### src/rtl/fixed_point_pkg.sv
// Shared types and the per-stage shift rule for the fixed-point denormalize pipeline.
package fixed_point_pkg;

  // Widest data path the shift-rule helper supports; instances must keep N <= MaxN.
  localparam int unsigned MaxN = 256;
  localparam logic [MaxN-1:0] One = MaxN'(1);

  typedef struct packed {
    logic guard;
    logic sticky;
  } flags_t;

  // Guard/sticky update for a right shift by m (m >= 1); data is zero-extended to MaxN.
  function automatic flags_t shift_flags(input logic [MaxN-1:0] data,
                                         input logic            guard,
                                         input logic            sticky,
                                         input int unsigned     m);
    logic [MaxN-1:0] guard_bit;
    flags_t          r;
    guard_bit = One << (m - 1);
    r.guard   = |(data & guard_bit);
    r.sticky  = sticky | guard | (|(data & (guard_bit - One)));
    return r;
  endfunction

endpackage

### src/rtl/fixed_point_denormalize_stage.sv
// One log-shifter pipeline stage: conditional right shift by SHIFT with guard/sticky tracking.
module fixed_point_denormalize_stage
  import fixed_point_pkg::*;
#(
  parameter int unsigned N       = 32,
  parameter int unsigned SHIFT   = 1,
  parameter bit          RoundEn = 1'b0
) (
  input  logic                 clk_i,
  input  logic                 rst_i,
  input  logic                 valid_i,
  input  logic [N-1:0]         data_i,
  input  logic                 guard_i,
  input  logic                 sticky_i,
  input  logic [$clog2(N)-1:0] count_i,
  input  logic                 adv_next_i,
  output logic                 adv_o,
  output logic                 valid_o,
  output logic [N-1:0]         data_o,
  output logic                 guard_o,
  output logic                 sticky_o,
  output logic [$clog2(N)-1:0] count_o
);

  localparam int unsigned S   = $clog2(N);
  localparam int unsigned Bit = $clog2(SHIFT);

  typedef struct packed {
    logic [N-1:0] data;
    logic         guard;
    logic         sticky;
    logic [S-1:0] count;
  } payload_t;

  payload_t     stage_q, stage_d;
  logic         valid_q;
  logic [N-1:0] shifted;
  logic [N-1:0] data_d;
  flags_t       flags;

  always_comb begin
    shifted      = data_i;
    flags.guard  = guard_i;
    flags.sticky = sticky_i;
    if (count_i[Bit]) begin
      shifted = data_i >> SHIFT;
      flags   = shift_flags(MaxN'(data_i), guard_i, sticky_i, SHIFT);
    end
  end

  if (RoundEn) begin : g_round
    // Nearest-even; no overflow since any set guard implies a nonzero shift.
    logic round_up;
    assign round_up = flags.guard & (flags.sticky | shifted[0]);
    assign data_d   = shifted + N'(round_up);
  end else begin : g_trunc
    assign data_d = shifted;
  end

  always_comb begin
    stage_d.data   = data_d;
    stage_d.guard  = flags.guard;
    stage_d.sticky = flags.sticky;
    stage_d.count  = count_i;
  end

  assign adv_o = ~valid_q | adv_next_i;

  always_ff @(posedge clk_i or posedge rst_i) begin
    if (rst_i) begin
      valid_q <= 1'b0;
      stage_q <= '0;
    end else if (adv_o) begin
      valid_q <= valid_i;
      if (valid_i) begin
        stage_q <= stage_d;
      end
    end
  end

  assign valid_o  = valid_q;
  assign data_o   = stage_q.data;
  assign guard_o  = stage_q.guard;
  assign sticky_o = stage_q.sticky;
  assign count_o  = stage_q.count;

endmodule

### src/rtl/fixed_point_denormalize.sv
// Pipelined right-shift denormalizer with valid/ready on both ends.
// Define FIXED_POINT_DENORMALIZE_ROUND_EN to round the result to nearest-even.
module fixed_point_denormalize
  import fixed_point_pkg::*;
#(
  parameter int unsigned N = 32
) (
  input  logic                 clk,
  input  logic                 rst,
  input  logic                 in_valid,
  output logic                 in_ready,
  input  logic [N-1:0]         a,
  input  logic [$clog2(N)-1:0] count,
  output logic                 out_valid,
  input  logic                 out_ready,
  output logic [N-1:0]         c,
  output logic                 guard,
  output logic                 sticky
);

  localparam int unsigned S = $clog2(N);

`ifdef FIXED_POINT_DENORMALIZE_ROUND_EN
  localparam bit RoundEn = 1'b1;
`else
  localparam bit RoundEn = 1'b0;
`endif

  // Index k is the input of stage k; index S is the output of the last stage.
  logic [S:0]   stg_valid;
  logic [N-1:0] stg_data [S+1];
  logic [S:0]   stg_guard;
  logic [S:0]   stg_sticky;
  logic [S:0]   stg_adv;
  logic [S-1:0] stg_count [S];
  logic [S-1:0] count_last_unused;

  assign stg_valid[0]  = in_valid;
  assign stg_data[0]   = a;
  assign stg_guard[0]  = 1'b0;
  assign stg_sticky[0] = 1'b0;
  assign stg_count[0]  = count;
  assign stg_adv[S]    = out_ready;

  for (genvar k = 0; k < S; k++) begin : g_stage
    logic [S-1:0] count_out;

    fixed_point_denormalize_stage #(
      .N       (N),
      .SHIFT   (2 ** k),
      .RoundEn (RoundEn && (k == S - 1))
    ) u_stage (
      .clk_i      (clk),
      .rst_i      (rst),
      .valid_i    (stg_valid[k]),
      .data_i     (stg_data[k]),
      .guard_i    (stg_guard[k]),
      .sticky_i   (stg_sticky[k]),
      .count_i    (stg_count[k]),
      .adv_next_i (stg_adv[k+1]),
      .adv_o      (stg_adv[k]),
      .valid_o    (stg_valid[k+1]),
      .data_o     (stg_data[k+1]),
      .guard_o    (stg_guard[k+1]),
      .sticky_o   (stg_sticky[k+1]),
      .count_o    (count_out)
    );

    if (k < S - 1) begin : g_fwd
      assign stg_count[k+1] = count_out;
    end else begin : g_last
      assign count_last_unused = count_out;
    end
  end

  assign in_ready  = stg_adv[0];
  assign out_valid = stg_valid[S];
  assign c         = stg_data[S];
  assign guard     = stg_guard[S];
  assign sticky    = stg_sticky[S];

endmodule

### config.mk
export PLATFORM = sky130hd
export DESIGN_NAME = fixed_point_denormalize
export DESIGN_NICKNAME = d
export VERILOG_FILES = /design/src/rtl/fixed_point_pkg.sv /design/src/rtl/fixed_point_denormalize_stage.sv /design/src/rtl/fixed_point_denormalize.sv
export SDC_FILE = /design/constraint.sdc
export NUM_CORES = 1
export LEC_CHECK = 0
export ABC_AREA = 1
export BUFFER_PORTS_ARGS = -buffer_cell sky130_fd_sc_hd__buf_4
export CAP_MARGIN = 20
export CORE_MARGIN = 1
export CORE_UTILIZATION = 40
export DETAILED_ROUTE_END_ITERATION = 10
export PLACE_DENSITY = 0.7
export SYNTH_ARGS = -nofsm -noshare
export SYNTH_HDL_FRONTEND = slang
export SYNTH_SLANG_ARGS = --single-unit
### constraint.sdc
create_clock -name clk -period 5.53 [get_ports clk]
set_input_delay 0.2765 -clock clk [delete_from_list [all_inputs] [get_ports clk]]
set_output_delay 0.2765 -clock clk [all_outputs]
set_load 0.01 [all_outputs]
---- Word level (Yosys, flattened, before mapping) ----
Index checks and enable logic that the tools add are counted.
storage, ports and cells
  flip-flop bits (word level) ............. 195
  input port bits ......................... 41
  logic and storage cells ................. 60
  output and inout bits ................... 36
cells by class
  bitwise gates (word level) .............. 18
  muxes and demuxes ....................... 10
  reductions and logical operators ........ 8
operator list
  cell                 number
  32-bit two-way mux   5
  15-bit OR reduction  1
  1-bit bitwise OR     13
  2-bit two-way mux    5
  2-bit AND reduction  5
  7-bit OR reduction   1
  1-bit inverter       5
  3-bit OR reduction   1

---- Depth between registers and ports, before layout ----
Gate-level depths: netlist of the first run.
  depth in word-level cells ............... 7
  mapped depth ............................ 10
  mapped depth without buffers ............ 8

---- Modules after synthesis ----
A second synthesis of the first run with hierarchy kept.
unflattened totals
  cells, all modules ...................... 1261
  area, all modules ....................... 9679.3 um2
by module, submodules not included
  module                                              area an instance (um2)  times used  sequential area each (um2)  cells each
  fixed_point_denormalize_stage (g_stage[0].u_stage)  2000.7                  1           1001.0                      281
  fixed_point_denormalize_stage (g_stage[4].u_stage)  1940.6                  1           1001.0                      211
  fixed_point_denormalize_stage (g_stage[2].u_stage)  1935.6                  1           1001.0                      256
  fixed_point_denormalize_stage (g_stage[3].u_stage)  1911.8                  1           1001.0                      255
  fixed_point_denormalize_stage (g_stage[1].u_stage)  1886.8                  1           1001.0                      257
  fixed_point_denormalize                             3.8                     1           0.0                         1

---- Worst setup path after synthesis of the first run ----
OpenSTA, ideal clock, no wires.
  kind .................................... reg-to-reg
  start ................................... register g_stage[4].u_stage.valid_q
  end ..................................... register g_stage[2].u_stage.stage_q, in the netlist g_stage[2].u_stage.data_o[15]
  buffers on the path ..................... 2
  setup time .............................. 0.117 ns
  period minus slack after synthesis ...... 1.372 ns
  stages on the path, launching flop included .. 10
  data arrival time ....................... 1.255 ns
  setup slack ............................. 4.158 ns
  required time ........................... 5.413 ns
  path through ............................ dfrtp_1 > nand3_2 > nor2_2 > inv_2 > nand2_4 > inv_2 > buf_6 > buf_4 > nand2_1 > o21ai_2
on the way
  longest elaborated chain between the ends .. 5
ends and longest elaborated chain
  item                                  RTL line                             RTL
  start: declaration                    fixed_point_denormalize_stage.sv:36  logic valid_q;
  start signal: assignment              fixed_point_denormalize_stage.sv:74  valid_q <= valid_i;
  1-bit inverter                        fixed_point_denormalize_stage.sv:67  assign adv_o = ~valid_q | adv_next_i;
  1-bit bitwise OR (3 in a row)         fixed_point_denormalize_stage.sv:67
  2-bit AND reduction (no source line)  --
  end signal: assignment                fixed_point_denormalize_stage.sv:76  stage_q <= stage_d;
  end: declaration                      fixed_point_denormalize_stage.sv:35  payload_t stage_q, stage_d;
No other way between the ends.
A chain may end at the register's enable or synchronous reset.

---- Final worst setup path of the first run ----
  start ................................... register g_stage[4].u_stage.valid_q
  end ..................................... output port in_ready
on the way
  longest elaborated chain between the ends .. 6
ends and longest elaborated chain
  item                           RTL line                             RTL
  1-bit inverter                 fixed_point_denormalize_stage.sv:67
  1-bit bitwise OR (5 in a row)  fixed_point_denormalize_stage.sv:67
  end: declaration               fixed_point_denormalize.sv:11        output logic in_ready,
No other way between the ends.

==> results.ini, run 1 <==
[synthesis]
synthFlopType = dfrtp_1
synth_sequential_area_ratio = 0.544
ys_types = 26
synth-seq-cells = 184
synth_edf_count = 0
syn-num-nets = 1065
ys_async_sr_fraction = 1.00
yosysTopAreaCell = dfrtp_1
syn_area_um2 = 8460
synthCells = 1024
synth_top_area_frac = 0.544
yosys_warnings = 0
avgSynthCellArea_um2 = 8.27
yosys-top-cells-area = dfrtp_1, nand2_1, o21ai_0, mux2i_1, inv_1

[floorplanning]
initial_utilization = 0.413
top_level_ports = 77
fp-row-count = 52
dieWidth_um = 147
dieArea_um2 = 21700
core_area_um2 = 20500
die_h_um = 147

[grt]
grt_pass1_vias = 5865
grt_max_degree = 110
antenna_found_initial = 0
grt.total_usage = 0.166
grt_overflow = 0
grt_pass1_wl_um = 28900

[cts]
clock_latency_ns = 0.43
cts_num_sinks = 184
htree_levels = 4
clkSlewWorstSetupHoldPaths_ns = 0.07
cts_tree = built
cts_resized = 0
hold_buffers = 0
post_cts_buffers = 0
clockBufferDepth = 2
cts-root-buf = clkbuf_16
cts_made_buffers = 17

[place]
port_buffers = 76
gp_congestion = 0.795
dp_hpwl_um = 11900
placed_area_um2 = 9090
dp_cells = 1309
place_ws_ns = 2.72

[cells_and_area]
fin_util = 0.476
fin_cells = 1342
fill_cells = 2050
postLayoutCellArea_um2 = 9750
antenna_cells = 0
drive_gt1_frac = 0.125
multi_input_area_um2 = 3280
syn_to_final_growth_pct = 15.2
seqCellArea_um2 = 4600
layout.nets = 1100

[pwr]
p_per_area_nw_per_um2 = 519
vdd_drop_max_uv = 192
p_leak_nw = 4.68
finalPower_mw = 5.06

[routing]
wl_per_cell_um = 12.7
dr.pass1.iters = 6
antenna_left = 0
routed_wl_um = 17000
drc = 0
vias_per_cell = 4.82
vias = 6475
drt_iter0_drc = 424

[setup_path]
critPathLaunchType = flip-flop
critPathRequiredTime_ns = 5.25
crit_path_end_kind = primary output
worstPathArrival_ns = 2.18
critPathKind = flip-flop to primary output
crit_fanout = 40
startpoint = g_stage[4].u_stage.valid_o
reg2reg_from = g_stage[4].u_stage.valid_o

[sta]
worstMarginPinSlew_ns = 0.963
min_period_ns = 2.46
slew_viol_final = 0
rsz0062_at_grt = false
hold_ws_ns = 0.0232
relSlewSlack = 0.358
final_hold_viol_count = 0
period_share = 0.444
setup_viol = 0
layout_setup_ws_ns = 3.07
max_freq_ghz = 0.407
fin_worst_skew_ns = 0.00738
setup_tns_ns = 0

[hold_path]
hold_class = input port to asynchronous set/reset pin

[job]
cap_violations = 0

[status]
outcome = complete, no violations

==> kinds of logic (layout without fill, tap and decap cells) <==
family	after synthesis	in the layout	synth area share
buffers and inverters	135	183	0.0689
AOI/OAI and AO/OA	208	208	0.133
muxes	32	32	0.0380
and+or+nand+nor	465	465	0.217
DFF	184	184	0.544
==> area by class of cell <==
type / count / area share
inverter: 68 / 0.0267
tap: 270 / 0.0346
multi-input combinational: 705 / 0.336
clock buffer: 20 / 0.0468
timing repair buffer: 83 / 0.0659
clock inverter: 12 / 0.0178
sequential: 184 / 0.472
==> final timing paths <==
| kind | slack [ns] | depth (start not counted) | end |
|---|---|---|---|
| setup reg to reg | 3.29 | 7 | g_stage[0].u_stage.data_o[23] |
| min in group clk | 0.09 | 3 | g_stage[0].u_stage.count_o[3] |
| hold / removal | 0.02 | 2 | g_stage[2].u_stage.count_o[4] |
| setup / recovery | 3.07 | 4 | in_ready |
| hold reg to reg | 0.48 | 2 | g_stage[1].u_stage.count_o[3] |
| max in group asynchronous | 4.06 | 3 | g_stage[1].u_stage.data_o[8] |
==> registers in the layout, indices dropped and copies added, names as in the netlist <==
register and flops:
g_stage.u_stage.valid_o 5, g_stage.u_stage.count_o 10, g_stage.u_stage.guard_o 5, g_stage.u_stage.data_o 160, g_stage.u_stage.sticky_o 4
==> worst max-delay path: stages (launching register included) <==
cell and delay, ns:
dfrtp_1 0.38, nand3_2 0.12, nor2_2 0.25, nand3_2 0.60, buf_4 0.39
==> routing by layer <==
layer / wire, um / GRT usage
met4: 335 / 0.0608
met3: 655 / 0.0302
met1: 8680 / 0.241
met5: 0 / 0
met2: 7320 / 0.246
==> cell usage in the layout (no fill, tap or decap), drive strengths merged <==
cell      netlist  layout
nand2         359     359
dfrtp         184     184
o21ai         157     157
buf            37      83
inv            67      67
nor2           60      60
nand3          43      43
mux2i          31      31
a31oi          28      28
clkbuf         30      20
a21oi          18      18
clkinv          1       8
o31ai           5       5
bufinv          0       4
nand4           2       2
mux2            1       1
nand3b          1       1
clkinvlp        0       1
==> power breakdown <==
part	switching (mW)	internal [mW]	leakage [nW]
combinational	0.968	0.613	2.07
clock	0.503	0.779	0.310
sequential	0.368	1.83	2.30
==> Yosys cell counts, types with 5 or more instances <==
cell,n
o31ai_1,5
nor2_1,59
inv_1,64
o21ai_1,22
nand2_1,356
a21oi_1,18
clkbuf_1,30
o21ai_2,9
buf_2,25
dfrtp_1,184
o21ai_0,126
nand3_1,41
a31oi_1,28
mux2i_1,31
(Power assumes the default switching activity.)
==> inputs of run 2 (changes only) <==
Settings changed: ABC_AREA 1 to 0, PLACE_DENSITY 0.7 to 0.69.
Clock period 5.53 ns to 2.05 ns, I/O delays scaled along.
==> results.ini, run 2 <==
[status]
outcome = complete, no violations

[sta]
relSlewSlack = 0.592
fin_worst_skew_ns = 0.00868
worstMarginPinSlew_ns = 0.612
slew_viol_final = 0
final_hold_viol_count = 0
setup_tns_ns = 0
max_freq_ghz = 0.573
hold_ws_ns = 0.0357
period_share = 0.851
min_period_ns = 1.74
setup_viol = 0
rsz0062_at_grt = false

[routing]
drc = 0
antenna_left = 0
dr.pass1.iters = 4
vias_per_cell = 5.32
drt_iter0_drc = 295
routed_wl_um = 17100
wl_per_cell_um = 17.0
vias = 5356

[cts]
clockBufferDepth = 2
post_cts_buffers = 0
clkSlewWorstSetupHoldPaths_ns = 0.07
cts_made_buffers = 17
clock_latency_ns = 0.43
cts_num_sinks = 184
cts_tree = built
cts_resized = 0
htree_levels = 4
cts-root-buf = clkbuf_16

[synthesis]
avgSynthCellArea_um2 = 13.3
synthCells = 656
yosys-top-cells-area = dfrtp_1, mux2_2, mux2i_1, a21oi_1, nor2b_1
synth_edf_count = 0
ys_top_cells_by_count = mux2_2, dfrtp_1, a21oi_1
syn-num-nets = 697
synthFlopType = dfrtp_1
yosys_warnings = 0
synth-seq-cells = 184
synth_sequential_area_ratio = 0.526
ys_async_sr_fraction = 1.00
yosysMostFrequentCell = mux2_2
ys_types = 31
syn_area_um2 = 8750
synth_top_area_frac = 0.526
yosysTopAreaCell = dfrtp_1

[cells_and_area]
most-common-layout-cells = mux2_2, dfrtp_1, buf_4
fill_cells = 1899
largest_reg_flops = 160
layout.nets = 761
syn_to_final_growth_pct = 16.8
antenna_cells = 0
drive_gt1_frac = 0.466
final_common_cell = mux2_2

[setup_path]
critPathKind = flip-flop to flip-flop
critPathLaunchType = flip-flop
crit_fanout = 36
crit_path_end_kind = flip-flop
r2r_cells = 4
reg2reg_from = g_stage[4].u_stage.valid_o
r2r-end = g_stage[2].u_stage.data_o[0]
critPathRequiredTime_ns = 2.36
r2r_setup_slack_ns = 0.31
worstPathArrival_ns = 2.05

[place]
port_buffers = 76
dp_hpwl_um = 11900
gp_congestion = 0.804

[floorplanning]
top_level_ports = 77
die_h_um = 150
core_area_um2 = 21200
fp-row-count = 53
initial_utilization = 0.412
dieArea_um2 = 22500
dieWidth_um = 150

[job]
cap_violations = 0

[grt]
grt_pass1_vias = 5387
grt_pass1_wl_um = 28900
top_usage_layer = met1
grt_max_degree = 111
use_met2 = 0.242
grt.total_usage = 0.164
grt_use_met3 = 0.0378
met1_usage = 0.243
antenna_found_initial = 0
grt_overflow = 0

[hold_path]
hp-start = a[5]
min_to = g_stage[0].u_stage.data_o[5]
holdPathStages = 3
hold_class = input port to flip-flop

[pwr]
finalPower_mw = 13.8
p_leak_nw = 4.40
vdd_drop_max_uv = 701
p_per_area_nw_per_um2 = 1350

[run 2: changes by cell type after synthesis, sizes merged, moves of 4 or more]
cell    delta
nand2    -355
mux2     +221
o21ai    -154
inv       -62
nor2      -60
a21oi     +43
nand3     -42
nor2b     +31
mux2i     +14
buf       -13
o31ai      -5
nand2b     +4
nor4       +4
[run 2: worst max-delay path by stage]
| stage | start | endpoint | slack (ns) |
|---|---|---|---|
| 6_report | g_stage[4].u_stage.valid_o | g_stage[2].u_stage.data_o[0] | 0.31 |
| 5_1_grt | g_stage[4].u_stage.valid_o | g_stage[2].u_stage.data_o[0] | 0.23 |
| 4_1_cts | g_stage[4].u_stage.valid_o | g_stage[2].u_stage.data_o[0] | 0.30 |
| 3_5_place_dp | g_stage[4].u_stage.valid_o | g_stage[2].u_stage.data_o[1] | 0.33 |
| 3_3_place_gp | g_stage[4].u_stage.valid_o | g_stage[2].u_stage.data_o[2] | 0.40 |
| 2_1_floorplan | rst | g_stage[0].u_stage.count_o[1] | -0.42 |
[run 2: through the flow]
step | instance area (um^2) | worst slack, ns | utilization | instances
2_1_floorplan | 8750 | -0.417 | - | 656
3_5_place_dp | 9550 | 0.326 | 0.450 | 969
6_report | 10200 | 0.306 | 0.481 | 1007
3_3_place_gp | 9550 | 0.399 | 0.450 | 969
4_1_cts | 10200 | 0.301 | 0.481 | 1007
5_1_grt | 10200 | 0.225 | 0.481 | 1007
[run 2: area by class of cell]
class,count,area (um^2),share of cell area
Timing Repair Buffer,97,821,0.0803
Inverter,5,22.5,0.00220
Tap cell,275,344,0.0337
Multi-Input combinational cell,415,3830,0.375
Clock buffer,20,447,0.0437
Sequential cell,184,4600,0.451
Clock inverter,11,149,0.0146
[run 2: logic make-up (layout without fill, tap and decap cells)]
kind of cell	count (synthesis)	after routing	synth area share
muxes	267	267	0.337
DFF	184	184	0.526
AOI/OAI and AO/OA	95	95	0.0617
buffers and inverters	57	133	0.0369
and+or+nand+nor	53	53	0.0376
[run 2: per-layer routing]
layer | wire [um] | vias up | part of all wire
met1 | 8470 | 2696 | 0.49
met4 | 149 | 0 | 0.0087
met2 | 7740 | 128 | 0.45
met5 | 0 | - | 0
met3 | 774 | 16 | 0.045
li1 | - | 2516 | -
[run 2: worst max-delay path: stages, from the launching register on]
cell	delay (ns)
dfrtp_1	0.39
and4b_1	0.42
nand2b_1	0.21
buf_12	0.22
mux2_2	0.37
[run 2: timing repair]
| action | CTS | global route |
|---|---|---|
| hold buffers | 7 | 0 |
| setup endpoints to repair | 0 | 0 |
| hold endpoints to repair | 190 | 0 |
[run 2: power breakdown]
group,switching (mW),total (mW),internal (mW)
Sequential,1.12,6.11,4.99
Clock,1.36,3.31,1.95
Combinational,1.89,4.35,2.45
